===== config.mk =====
export PLATFORM = sky130hd
export DESIGN_NAME = fifo_access_sched
export DESIGN_NICKNAME = d
export VERILOG_FILES = /design/src/rtl/fifo_access_sched.sv
export SDC_FILE = /design/constraint.sdc
export NUM_CORES = 1
export LEC_CHECK = 0
export CAP_MARGIN = 10
export CORE_MARGIN = 5
export CORE_UTILIZATION = 62
export DETAILED_ROUTE_END_ITERATION = 10
export DONT_BUFFER_PORTS = 1
export PLACE_DENSITY = 0.78
export SLEW_MARGIN = 20
export SYNTH_ARGS = -nofsm -noshare
export SYNTH_HDL_FRONTEND = slang
export SYNTH_SLANG_ARGS = --single-unit

===== constraint.sdc =====
create_clock -name clk_i -period 3.61 [get_ports clk_i]
set_input_delay 1.083 -clock clk_i [delete_from_list [all_inputs] [get_ports clk_i]]
set_output_delay 1.083 -clock clk_i [all_outputs]
set_load 0.1 [all_outputs]

===== src/rtl/fifo_access_sched.sv =====
// Access scheduler in front of a single-port-per-cycle synchronous FIFO: round-robin write
// arbitration among producers, read service for one consumer, shadow occupancy and status check.
module fifo_access_sched #(
  parameter int unsigned NREQ  = 4,
  parameter int unsigned DW    = 8,
  parameter int unsigned DEPTH = 16,
  localparam int unsigned LW   = $clog2(DEPTH) + 1,
  localparam int unsigned PW   = (NREQ > 1) ? $clog2(NREQ) : 1
) (
  input  logic                 clk_i,
  input  logic                 rst_ni,
  input  logic [NREQ-1:0]      req_valid_i,
  input  logic [NREQ*DW-1:0]   req_data_i,
  output logic [NREQ-1:0]      req_ready_o,
  input  logic                 rd_req_i,
  output logic                 rd_valid_o,
  output logic [DW-1:0]        rd_data_o,
  output logic                 fifo_rst_o,
  output logic                 fifo_wr_o,
  output logic                 fifo_rd_o,
  output logic [DW-1:0]        fifo_din_o,
  input  logic [DW-1:0]        fifo_dout_i,
  input  logic                 fifo_full_i,
  input  logic                 fifo_empty_i,
  output logic [LW-1:0]        level_o,
  output logic                 err_o
);

  typedef enum logic {OpRead, OpWrite} op_e;

  logic [PW-1:0] rr_ptr_q, rr_ptr_d, grant_idx, idx;
  logic          grant_found, wr_cand, rd_cand, wr_issue, rd_issue;
  op_e           last_op_q, last_op_d;
  logic [LW-1:0] level_q, level_d;
  logic          rd_pend_q, err_q, err_d, chk_mask_q, status_bad;
  logic [DW-1:0] req_data_arr [NREQ];

  always_comb begin
    for (int i = 0; i < int'(NREQ); i++) begin
      req_data_arr[i] = req_data_i[i*DW +: DW];
    end
  end

  // Round-robin search starting at rr_ptr_q; first valid requester wins.
  always_comb begin
    grant_found = 1'b0;
    grant_idx   = '0;
    idx         = '0;
    for (int k = 0; k < int'(NREQ); k++) begin
      idx = PW'((int'(rr_ptr_q) + k) % int'(NREQ));
      if (!grant_found && req_valid_i[idx]) begin
        grant_found = 1'b1;
        grant_idx   = idx;
      end
    end
  end

  always_comb begin
    wr_cand = grant_found & ~fifo_full_i & (level_q != LW'(DEPTH));
    rd_cand = rd_req_i & ~fifo_empty_i & (level_q != '0);
    if (wr_cand && rd_cand) begin
      wr_issue = rst_ni & (last_op_q == OpRead);
      rd_issue = rst_ni & (last_op_q == OpWrite);
    end else begin
      wr_issue = rst_ni & wr_cand;
      rd_issue = rst_ni & rd_cand;
    end
  end

  always_comb begin
    rr_ptr_d  = rr_ptr_q;
    last_op_d = last_op_q;
    level_d   = level_q;
    if (wr_issue) begin
      rr_ptr_d  = (grant_idx == PW'(NREQ - 1)) ? '0 : grant_idx + 1'b1;
      last_op_d = OpWrite;
      level_d   = level_q + 1'b1;
    end else if (rd_issue) begin
      last_op_d = OpRead;
      level_d   = level_q - 1'b1;
    end
    status_bad = ((level_q == LW'(DEPTH)) != fifo_full_i) || ((level_q == '0) != fifo_empty_i);
    err_d      = err_q | (status_bad & ~chk_mask_q);
  end

  always_comb begin
    req_ready_o = '0;
    if (wr_issue) begin
      req_ready_o[grant_idx] = 1'b1;
    end
    fifo_din_o = wr_issue ? req_data_arr[grant_idx] : '0;
  end

  assign fifo_wr_o  = wr_issue;
  assign fifo_rd_o  = rd_issue;
  assign fifo_rst_o = ~rst_ni;
  assign rd_valid_o = rd_pend_q;
  assign rd_data_o  = fifo_dout_i;
  assign level_o    = level_q;
  assign err_o      = err_q;

  // chk_mask_q hides the first edge after release, while the FIFO may still be settling.
  always_ff @(posedge clk_i or negedge rst_ni) begin
    if (!rst_ni) begin
      rr_ptr_q   <= '0;
      last_op_q  <= OpRead;
      level_q    <= '0;
      rd_pend_q  <= 1'b0;
      err_q      <= 1'b0;
      chk_mask_q <= 1'b1;
    end else begin
      rr_ptr_q   <= rr_ptr_d;
      last_op_q  <= last_op_d;
      level_q    <= level_d;
      rd_pend_q  <= rd_issue;
      err_q      <= err_d;
      chk_mask_q <= 1'b0;
    end
  end

endmodule

==> results of run 1 <==
[logic make-up after synthesis]
group	count (synthesis)
fa+ha+maj	9
compound gates	35
xor+xnor	3
simple gates	38
other cells	1
buf+inv	20
flops	11
mux	16
[repair_timing]
item,4_1_cts
gates resized for setup,3
hold buffers,0
pin swaps,0
endpoints found under the setup margin,8
endpoints found under the hold margin,0
[metrics by stage]
step | worst slack [ns] | instances | cell area [um2] | hold WS (ns) | utilization, %
floorplan | -0.5965 | 133 | 1376 | 0.4892 | -
global placement | -0.003506 | 171 | 1655 | 0.4919 | 92.84
detailed placement | -0.08975 | 171 | 1655 | 0.5430 | 92.84
CTS | 0.01051 | 175 | 1694 | 0.4881 | 95.02
==> flow_summary.yaml, run 1 <==
clock_network:
  post_cts_buffers: 0
  cts_max_level: 1
  clk_root_buffer_cell: "sky130_fd_sc_hd__clkbuf_4"
  numClockSinks: 11
  cts.path.max_buffers: 2
  cts_buffers: 3
die:
  rows: 15
  design.portCount: 79
  initial_core_util_pct: 66.74
  dieHeight_um: 53.81
  floorplan.die.width_um: 53.81
placed_design:
  dpl.hpwl_mm: 3.362
  place.gp.congestion: 0.8763
  portBuffers: 0
synth:
  mux_share_of_post_synthesis_cell_area_pct: 13.46
  netlist_area_mm2: 0.001190
  synth-simple-area-share_pct: 18.61
  synthesis.nets: 191
  synth.area.top_cells: "sky130_fd_sc_hd__dfrtp_1, sky130_fd_sc_hd__mux2i_1, sky130_fd_sc_hd__ha_1"
  synth_largest_area_cell: "sky130_fd_sc_hd__dfrtp_1"
  synth_enable_flop_cells: 0
  synth-adder-area-share_pct: 10.09
  yosys.cell_types.count: 39
  fraction_of_the_mapped_netlist_area_in_compound_gates_pct: 20.61
  yosysTopAreaCellShare_pct: 21.03
  postSynthAreaPerCell_um2: 8.947
  synth_ff_type: "sky130_fd_sc_hd__dfrtp_1"
  synth_cells: 133
  seq_area_frac_synth_pct: 23.24
  synth_common_cells: "sky130_fd_sc_hd__mux2i_1, sky130_fd_sc_hd__dfrtp_1, sky130_fd_sc_hd__nor2_1, sky130_fd_sc_hd__o22ai_1"
  synth_top_family_by_area: "compound AO/OA/AOI/OAI gates"
  synthArstFlopShare_pct: 100.0
  yosysWarningCount: 0
  synth.most_common_cell: "sky130_fd_sc_hd__mux2i_1"
  ys_seq_elements: 11
  synth_xor_area_share_pct: 2.208
grt:
  largest_net_degree_at_the_start_of_global_routing: 20
status:
  last-stage-reached: "global routing"
  run_status: "aborted with a tool error"
  error: "[ERROR DPL-0038] Utilization greater than 100%, impossible to legalize"
timing:
  worst_endpoint_kind: "output port"
  worst_endpoint: "fifo_din_o[5]"
==> run 2, diff against run 1 <==
- CORE_AREA: not set -> 5 5 66 68
- CORE_MARGIN: 5 -> not set
- CORE_UTILIZATION: 62 -> not set
- DIE_AREA: not set -> 0 0 71 73
- PLACE_DENSITY: 0.78 -> not set
- PLACE_DENSITY_LB_ADDON: not set -> 0.15
==> run 2 against run 1 <==
The run now ends clean. Area after synthesis stayed put. Synthesized cell count unchanged.
==> flow_summary.yaml, run 2 <==
status:
  run_status: "complete, no violations"
synth:
  seq_area_frac_synth_pct: 23.24
  synthesis.nets: 191
  synth_largest_area_cell: "sky130_fd_sc_hd__dfrtp_1"
  synth_common_cells: "sky130_fd_sc_hd__mux2i_1, sky130_fd_sc_hd__dfrtp_1, sky130_fd_sc_hd__nor2_1, sky130_fd_sc_hd__o22ai_1"
  yosysWarningCount: 0
  postSynthAreaPerCell_um2: 8.947
  synth_ff_type: "sky130_fd_sc_hd__dfrtp_1"
  synth.most_common_cell: "sky130_fd_sc_hd__mux2i_1"
  synthArstFlopShare_pct: 100.0
  synth.area.top_cells: "sky130_fd_sc_hd__dfrtp_1, sky130_fd_sc_hd__mux2i_1, sky130_fd_sc_hd__ha_1"
  yosysTopAreaCellShare_pct: 21.03
  synth_cells: 133
  ys_seq_elements: 11
  netlist_area_mm2: 0.001190
  yosys.cell_types.count: 39
  synth_enable_flop_cells: 0
placed_design:
  portBuffers: 0
  dpl.hpwl_mm: 2.702
  detailed_place.area_mm2: 0.001687
  place.gp.congestion: 0.6934
power:
  cellLeakagePower_nw: 0.7047
  report.power.total_mw: 1.488
  max-vdd-ir-drop_v: 0.0004408
  power.density_cell_area_mw_per_mm2: 859.2
grt:
  largest_net_degree_at_the_start_of_global_routing: 19
  grt_pass1_wl_mm: 5.030
  grt_remaining_overflow: 0
  antenna_found_initial: 0
  first_global_vias: 1033
  grt.total_usage_pct: 12.02
finish:
  mostFrequentLayoutCell: "sky130_fd_sc_hd__mux2i_1"
  design_area_mm2: 0.001732
  nets: 209
  final_cell_mix: "sky130_fd_sc_hd__mux2i_1, sky130_fd_sc_hd__buf_12, sky130_fd_sc_hd__buf_4"
  synthesis_to_finish_area_growth_pct: 45.53
  final_util_pct: 45.59
  final_layout_size_suffix_gt1_share_pct: 34.67
  diodes: 0
  largest_register_ffs: 5
timing:
  timing.clock.skew_ns: 0.004282
  totalNegativeSetupSlack_ns: 0
  report.final.setup_viol: 0
  fmax_mhz: 282.6
  rsz0062_at_grt: "no"
  slew_viol_final: 0
  max_slew_margin_pct: 40.46
  max_slew.worst_pin.slew_ns: 0.8932
  timing.final.crit_share_pct: 98.01
  period_minus_slack_ns: 3.538
  final-hold-violation-count: 0
clock_network:
  tritoncts: "built"
  clk_root_buffer_cell: "sky130_fd_sc_hd__clkbuf_8"
  cts.path.max_buffers: 2
  path_clk_slew_ns: 0.05
  cts_max_level: 1
  post_cts_buffers: 0
  numClockSinks: 11
  postCtsResizedCells: 0
  insertion_delay_ns: 0.23
  post_cts_hold_buffer_count: 0
  cts_buffers: 3
die:
  fp.dieArea_mm2: 0.005183
  design.portCount: 79
  initial_core_util_pct: 31.32
  dieHeight_um: 73
  rows: 23
  core_mm2: 0.003799
  floorplan.die.width_um: 71
route:
  routedWlPerCell_um: 15.79
  vias: 1004
  via_per_inst: 5.020
  drcViolationCount: 0
  drt_iter0_markers: 18
  dr.pass1.iters: 4
  antenna_left: 0
  routed_wl_mm: 3.157
critical_path:
  critical_path_buf_inv_count: 2
  critPathMaxStageDelay_ns: 0.39
  worst_setup_path_end_kind: "output port"
  cp_data_required_time_ns: 2.53
  cp_cell_sequence: "nor2b_1 > a21o_1 > a221o_1 > buf_12 > mux2i_1 > o22ai_4 > buf_12"
  critical-path-slowest-cell: "sky130_fd_sc_hd__a221o_1"
  kind_of_launch_point_of_the_worst_setup_path: "input pin"
  cp_top_family: "compound AO/OA/AOI/OAI gates"
  cpMostUsedCell: "sky130_fd_sc_hd__buf_12"
  arrival_ns: 2.46
  crit_path_category: "input pin to output port"
  critical_path_peak_fanout: 18
job:
  maxCapViolCount: 0
worst_hold_path:
  hp-class: "flip-flop to flip-flop"
-- run 2: cell counts after synthesis --
Identical to the previous run, type by type.
-- run 2: kinds of logic (layout without fill, tap and decap cells) --
kind of cell,count (synthesis),after routing,synth area share [%]
buffers and inverters,20,37,11.46
AO/OA/AOI/OAI,35,35,20.61
XOR/XNOR,3,3,2.209
other,1,1,0.3152
adder cells (fa/ha/maj),9,9,10.10
multiplexers,16,16,13.46
AND/OR/NAND/NOR,38,38,18.61
flip-flops,11,11,23.24
-- run 2: stage by stage --
step,setup WS [ns],hold WS [ns],std cells
after floorplan,-0.5965,0.4892,133
after global placement,0.1102,0.5023,196
after detailed placement,0.05671,0.5053,196
after CTS,0.05606,0.5191,200
after global routing,0.00002776,0.5250,200
final,0.07191,0.5128,200
-- run 2: final timing paths --
check,start,endpoint,slack [ns],depth (start not counted)
min in group asynchronous,rst_ni,level_o[3]$_DFFE_PN0P_,0.54,0
min reg2reg,chk_mask_q$_DFF_PN1_,err_o$_DFF_PN0_,0.51,1
max reg2reg,level_o[1]$_DFFE_PN0P_,level_o[4]$_DFFE_PN0P_,0.56,11
max in group asynchronous,rst_ni,chk_mask_q$_DFF_PN1_,2.90,0
max,req_valid_i[3],fifo_din_o[1],0.07,7
min,chk_mask_q$_DFF_PN1_,err_o$_DFF_PN0_,0.51,1
-- run 2: area by class of cell --
class                   instances  area (um2)
inverters                       8       33.78
multi-input cells             102       950.9
repair buffers                 25       362.8
fillers                       381        2067
well taps                      50       62.56
flip-flops and latches         11       276.5
clock buffers                   4       45.04
-- run 2: routing by layer --
layer / track usage, % / wire length [um] / up-vias
li1: - / - / 502
met1: 14.06 / 1226 / 467
met2: 21.94 / 1716 / 31
met3: 2.204 / 189 / 4
met4: 4.175 / 25 / 0
met5: 0 / 0 / -
-- run 2: power by group --
part	switching [mW]	total, mW	internal, mW
combinational	0.756	1.14	0.383
clock	0.0437	0.121	0.0773
sequential	0.0571	0.227	0.170
No activity file was read; power rests on OpenSTA's default activity.
